**src/rtl/csr_regblock.sv**
```systemverilog
// csr_regblock: register block behind the APB4 bridge's internal register bus.
// Word map: RW control registers at 0..NUM_RW-1, live STATUS at NUM_RW,
// write-one-to-clear IRQ_PEND at NUM_RW+1; everything else answers with an error.
// Optional macro CSR_WAIT_EN inserts WAIT_CYCLES wait cycles before each response.
module csr_regblock #(
  parameter int unsigned           ADDR_WIDTH  = 3,
  parameter int unsigned           DATA_WIDTH  = 32,
  parameter int unsigned           NUM_RW      = 4,
  parameter logic [DATA_WIDTH-1:0] RW_RESET    = '0,
  parameter int unsigned           WAIT_CYCLES = 2
) (
  input  logic                         clk_i,
  input  logic                         rst_i,
  input  logic                         bus_req_i,
  input  logic                         bus_req_is_wr_i,
  input  logic [ADDR_WIDTH-1:0]        bus_addr_i,
  input  logic [DATA_WIDTH-1:0]        bus_wr_data_i,
  input  logic [DATA_WIDTH/8-1:0]      bus_wr_biten_i,
  output logic                         bus_ready_o,
  output logic [DATA_WIDTH-1:0]        bus_rd_data_o,
  output logic                         bus_err_o,
  output logic [NUM_RW*DATA_WIDTH-1:0] hw_ctrl_o,
  input  logic [DATA_WIDTH-1:0]        hw_status_i,
  input  logic [DATA_WIDTH-1:0]        hw_irq_set_i,
  output logic                         irq_o
);

  localparam int unsigned NUM_BYTES = DATA_WIDTH / 8;
  localparam logic [ADDR_WIDTH-1:0] STATUS_IDX = ADDR_WIDTH'(NUM_RW);
  localparam logic [ADDR_WIDTH-1:0] IRQ_IDX    = ADDR_WIDTH'(NUM_RW + 1);

  localparam logic [1:0] ST_IDLE = 2'd0;
  localparam logic [1:0] ST_RESP = 2'd2;
`ifdef CSR_WAIT_EN
  localparam logic [1:0] ST_WAIT = 2'd1;
  localparam int unsigned CW = (WAIT_CYCLES > 1) ? $clog2(WAIT_CYCLES) : 1;
  logic [CW-1:0] wait_q, wait_d;
`endif

  logic [1:0]            state_q, state_d;
  logic [ADDR_WIDTH-1:0] addr_q;
  logic                  is_wr_q;
  logic [DATA_WIDTH-1:0] wdata_q;
  logic [NUM_BYTES-1:0]  biten_q;
  logic [DATA_WIDTH-1:0] rdata_q;
  logic                  err_q;
  logic [DATA_WIDTH-1:0] ctrl_q [NUM_RW];
  logic [DATA_WIDTH-1:0] ctrl_d [NUM_RW];
  logic [DATA_WIDTH-1:0] pend_q, pend_d;
  logic                  irq_q;

  logic [DATA_WIDTH-1:0] rd_val;
  logic                  rd_err;
  logic [DATA_WIDTH-1:0] wr_mask;
  logic [DATA_WIDTH-1:0] irq_clr;
  logic                  take;
  logic                  commit;

  assign take   = (state_q == ST_IDLE) && bus_req_i;
  assign commit = (state_q == ST_RESP) && is_wr_q && !err_q;

  // Decode the incoming request against current register contents (read data and error).
  always_comb begin
    rd_val = '0;
    rd_err = 1'b1;
    for (int i = 0; i < int'(NUM_RW); i++) begin
      if (bus_addr_i == ADDR_WIDTH'(i)) begin
        rd_err = 1'b0;
        if (!bus_req_is_wr_i) rd_val = ctrl_q[i];
      end
    end
    if (bus_addr_i == STATUS_IDX) begin
      rd_err = bus_req_is_wr_i;
      if (!bus_req_is_wr_i) rd_val = hw_status_i;
    end
    if (bus_addr_i == IRQ_IDX) begin
      rd_err = 1'b0;
      if (!bus_req_is_wr_i) rd_val = pend_q;
    end
  end

  // Expand the captured byte enables into a bit mask.
  always_comb begin
    wr_mask = '0;
    for (int b = 0; b < int'(NUM_BYTES); b++) begin
      wr_mask[b*8 +: 8] = {8{biten_q[b]}};
    end
  end

  // Next values of the RW registers and IRQ_PEND; a hardware set beats a W1C clear.
  always_comb begin
    for (int i = 0; i < int'(NUM_RW); i++) begin
      ctrl_d[i] = ctrl_q[i];
      if (commit && (addr_q == ADDR_WIDTH'(i))) begin
        ctrl_d[i] = (ctrl_q[i] & ~wr_mask) | (wdata_q & wr_mask);
      end
    end
    irq_clr = '0;
    if (commit && (addr_q == IRQ_IDX)) irq_clr = wdata_q & wr_mask;
    pend_d = (pend_q & ~irq_clr) | hw_irq_set_i;
  end

  // Request FSM: IDLE captures, optional WAIT stalls, RESP strobes ready once.
  always_comb begin
    state_d = state_q;
`ifdef CSR_WAIT_EN
    wait_d = wait_q;
`endif
    case (state_q)
      ST_IDLE: begin
        if (bus_req_i) begin
`ifdef CSR_WAIT_EN
          if (WAIT_CYCLES > 0) begin
            state_d = ST_WAIT;
            wait_d  = CW'(WAIT_CYCLES - 1);
          end else begin
            state_d = ST_RESP;
          end
`else
          state_d = ST_RESP;
`endif
        end
      end
`ifdef CSR_WAIT_EN
      ST_WAIT: begin
        if (wait_q == '0) state_d = ST_RESP;
        else              wait_d  = wait_q - CW'(1);
      end
`endif
      ST_RESP: state_d = ST_IDLE;
      default: state_d = ST_IDLE;
    endcase
  end

  // FSM state plus the request/response capture registers.
  always_ff @(posedge clk_i) begin
    if (rst_i) begin
      state_q <= ST_IDLE;
      addr_q  <= '0;
      is_wr_q <= 1'b0;
      wdata_q <= '0;
      biten_q <= '0;
      rdata_q <= '0;
      err_q   <= 1'b0;
`ifdef CSR_WAIT_EN
      wait_q  <= '0;
`endif
    end else begin
      state_q <= state_d;
`ifdef CSR_WAIT_EN
      wait_q  <= wait_d;
`endif
      if (take) begin
        addr_q  <= bus_addr_i;
        is_wr_q <= bus_req_is_wr_i;
        wdata_q <= bus_wr_data_i;
        biten_q <= bus_wr_biten_i;
        rdata_q <= rd_val;
        err_q   <= rd_err;
      end
    end
  end

  // Architectural registers: RW controls, pending interrupts and the registered irq.
  always_ff @(posedge clk_i) begin
    if (rst_i) begin
      for (int i = 0; i < int'(NUM_RW); i++) ctrl_q[i] <= RW_RESET;
      pend_q <= '0;
      irq_q  <= 1'b0;
    end else begin
      for (int i = 0; i < int'(NUM_RW); i++) ctrl_q[i] <= ctrl_d[i];
      pend_q <= pend_d;
      irq_q  <= |pend_q;
    end
  end

  for (genvar g = 0; g < int'(NUM_RW); g++) begin : g_ctrl
    assign hw_ctrl_o[g*DATA_WIDTH +: DATA_WIDTH] = ctrl_q[g];
  end

  assign bus_ready_o   = (state_q == ST_RESP);
  assign bus_rd_data_o = bus_ready_o ? rdata_q : '0;
  assign bus_err_o     = bus_ready_o & err_q;
  assign irq_o         = irq_q;

endmodule

```
**config.mk**
```make
export PLATFORM = sky130hd
export DESIGN_NAME = csr_regblock
export DESIGN_NICKNAME = d
export VERILOG_FILES = /design/src/rtl/csr_regblock.sv
export SDC_FILE = /design/constraint.sdc
export NUM_CORES = 1
export LEC_CHECK = 0
export BUFFER_PORTS_ARGS = -buffer_cell sky130_fd_sc_hd__buf_2
export CAP_MARGIN = 20
export CORE_UTILIZATION = 46
export DETAILED_ROUTE_END_ITERATION = 10
export HOLD_SLACK_MARGIN = 0.08
export PLACE_DENSITY_LB_ADDON = 0.15
export SKIP_LAST_GASP = 1
export SYNTH_ARGS = -nofsm -noshare
export SYNTH_HDL_FRONTEND = slang
export SYNTH_SLANG_ARGS = --single-unit
export TNS_END_PERCENT = 50
```
**constraint.sdc**
```tcl
create_clock -name clk_i -period 1.65 [get_ports clk_i]
set_input_delay 0.33 -clock clk_i [delete_from_list [all_inputs] [get_ports clk_i]]
set_output_delay 0.33 -clock clk_i [all_outputs]
set_load 0.1 [all_outputs]
```
==> flow_metrics.tcl <==
set metrics [dict create \
    drive_gt1_share_pct 33.4 \
    swShare_pct 25.9 \
    ys_ff_latch 235 \
    hold_viol_final 0 \
    power_frac_seq_pct 43.3 \
    grt_max_degree 40 \
    synth.distinct_cells 53 \
    rsz0062_at_grt "true" \
    ys.flop_type "dfxtp_1" \
    whs_ns 0.101 \
    cts_inserted_buffers 26 \
    cts_tree "yes" \
    wire_per_inst_um 20.0 \
    die_y_um 161 \
    synth_edf_count 0 \
    fin_crit_sh_pct 108 \
    crit_family "flip-flops" \
    ys_seq_area_share_pct 40.7 \
    dpl_worst_slack_ns -0.166 \
    seq_area_um2 4710 \
    max-slew-margin-rel_pct 59.9 \
    clkLatencyLatePin_ns 0.53 \
    p_int_mw 10.3 \
    yosysTopAreaCell "dfxtp_1" \
    h-tree-depth 1 \
    peakVddDrop_mv 0.583 \
    cts_root_buf "clkbuf_16" \
    pin_count 270 \
    fp.coreArea_um2 24500 \
    synth_area_leaders "dfxtp_1, mux2i_1, a21oi_1" \
    syn2layout_area_growth_pct 39.7 \
    ys_warn_count 0 \
    worstPathCellList "buf_12, and2_4, buf_12" \
    io_buffers 269 \
    critPathMaxStageDelay_ns 0.39 \
    ys_async_sr_fraction_pct 0 \
    reg2regPathDepth 4 \
    drt_wl_total_um 38100 \
    criticalPathCategory "reg -> out" \
    initial_core_util_pct 47.2 \
    max_freq_mhz 560 \
    drtPass1Iterations 6 \
    cp_common_cell "buf_12" \
    path_buf_inv 2 \
    violations "negative setup slack" \
    switching_power_mw 3.61 \
    nets 1666 \
    fin_skew_ns 0.0116 \
    hpwl_um 26300 \
    cp_num_cells 3 \
    end_kind "primary output" \
    startpoint_type "flip-flop" \
    first_global_vias 10600 \
    avgSynthCellArea_um2 9.49 \
    place_area_um2 14200 \
    cts_buffer_depth 3 \
    yosysMostFrequentCell "dfxtp_1" \
    fillers 1993 \
    synth.top_cell.area_share_pct 40.7 \
    route.detailed.drc 0 \
    dr_total_vias 10800 \
    path_clk_slew_ns 0.06 \
    die-area_um2 25800 \
    worstPathArrival_ns 1.46 \
    grt_antenna_before_repair 3 \
    track_usage_pct 28.5 \
    min_path_type "in -> reg" \
    ant_nets 0 \
    crit_required_ns 1.32 \
    tightest_slew_ns 0.586 \
    via_per_inst 5.68 \
    syn_nets 1325 \
    fin_crit_ns 1.79 \
    multiInputGateArea_um2 6220 \
    crit_path_top_delay_cell "dfxtp_4" \
    fin_area_um2 16100 \
    row_count 57 \
    fin_util_pct 66.0 \
    power.density_nw_per_um2 865 \
    p_clk_share_pct 44.3 \
    hold_depth 3 \
    grt_pass1_wl_um 58600 \
    status "complete, but fails checks" \
    synth_commonest_cells "dfxtp_1, a21oi_1, nand2b_1, mux2i_1, nand2_1" \
    synth_area_um2 11600 \
    drt_iter0_markers 865 \
    synthCells 1218 \
    timing.final.ws_setup_ns -0.136 \
    path_max_fanout 19 \
    setup_violations 64 \
    maxCapViolCount 0 \
    grt_overflow_total 0 \
    p_leak_nw 6.88 \
    report.final.slew_viol_count 0 \
    cts_sinks 235 \
    p_comb_share_pct 12.3 \
    gp_routability_congestion 0.860 \
    design_power_total_mw 14.0 \
    fp.dieW_um 161 \
]
-- power by group through the flow --
stage / registers (mW) / clock network, mW / logic [mW]
floorplan: 6.11 / 0 / 0.949
global placement: 6.16 / 0 / 1.55
detailed placement: 6.16 / 0 / 1.56
CTS: 6.04 / 6.26 / 1.70
global route: 6.06 / 6.51 / 1.82
finish: 6.05 / 6.19 / 1.72
-- path summary, 6_finish.rpt --
path	start	end	slack (ns)
max reg2reg	state_q[1]$_SDFFE_PP0P_	rdata_q[6]$_SDFFE_PP0P_	0.02
max	state_q[1]$_SDFFE_PP0P_	bus_rd_data_o[29]	-0.14
min reg2reg	flip-flop	flip-flop	0.49
min	hw_irq_set_i[24]	pend_q[24]$_SDFF_PP0_	0.10
-- worst min-delay path: stages --
cell and delay (ns):
buf_2 0.12, inv_1 0.05, a311oi_1 0.08
-- per-stage QoR --
| stage | setup TNS, ns | cells |
|---|---|---|
| finish | -3.80 | 1906 |
| global placement | -1.46 | 1776 |
| CTS | -6.66 | 1893 |
| detailed placement | -2.65 | 1776 |
| global route | -6.66 | 1906 |
| floorplan | -1.66 | 1218 |
-- metal layers --
metal  routed length (µm)  GRT usage, %  share of wire (%)  vias up
li1                     -             -                  -     5122
met1                16500          37.5                 43     5214
met2                18100          47.7                 48      414
met3                 2260          3.67                5.9       83
met4                 1220          10.5                3.2        0
met5                    0             0                  0        -
-- cells in the final DEF (no fill, tap or decap), types with 15 or more instances in the layout --
| cell | synthesis | routed |
|---|---|---|
| buf_12 | 7 | 59 |
| dfxtp_1 | 235 | 234 |
| o21bai_1 | 32 | 32 |
| o21ai_0 | 29 | 29 |
| a222oi_1 | 31 | 31 |
| a21oi_1 | 123 | 123 |
| a221oi_2 | 30 | 30 |
| clkbuf_16 | 0 | 29 |
| o21ai_1 | 35 | 35 |
| nand2_1 | 83 | 83 |
| mux2_1 | 32 | 32 |
| nor2_1 | 17 | 16 |
| a311oi_1 | 15 | 15 |
| mux2_2 | 32 | 32 |
| nand3_1 | 64 | 64 |
| buf_2 | 33 | 156 |
| nand4_1 | 16 | 16 |
| inv_1 | 33 | 33 |
| o31ai_1 | 16 | 16 |
| and2_4 | 0 | 32 |
| clkbuf_4 | 1 | 29 |
| nand2b_1 | 98 | 97 |
| dlygate4sd3_1 | 0 | 66 |
| buf_4 | 2 | 112 |
| mux2i_1 | 95 | 95 |
-- final cells by class --
type / count / share of cell area (%)
diodes: 3 / 0.0465
flip-flops and latches: 235 / 29.2
repair buffers: 425 / 23.2
clock buffers: 33 / 4.70
inverters: 34 / 0.791
clock inverters: 15 / 1.05
well taps: 324 / 2.51
multi-input cells: 837 / 38.6
-- logic make-up (layout without fill, tap and decap cells) --
family | after synthesis | after routing | share of synthesized area, %
and+or+nand+nor | 360 | 360 | 18.8
DFF | 235 | 235 | 40.7
muxes | 159 | 159 | 14.5
AOI/OAI and AO/OA | 318 | 318 | 19.4
other | 0 | 3 | 0
buffers and inverters | 146 | 507 | 6.64
-- what timing repair did --
action                                 CTS  global route
setup endpoints to repair              162           158
gates cloned                             0             2
resized for setup                       56            29
buffers inserted                         3             8
hold buffers                            66             0
endpoints found under the hold margin   66             0
Note: power is estimated with default switching activity, not from simulation.
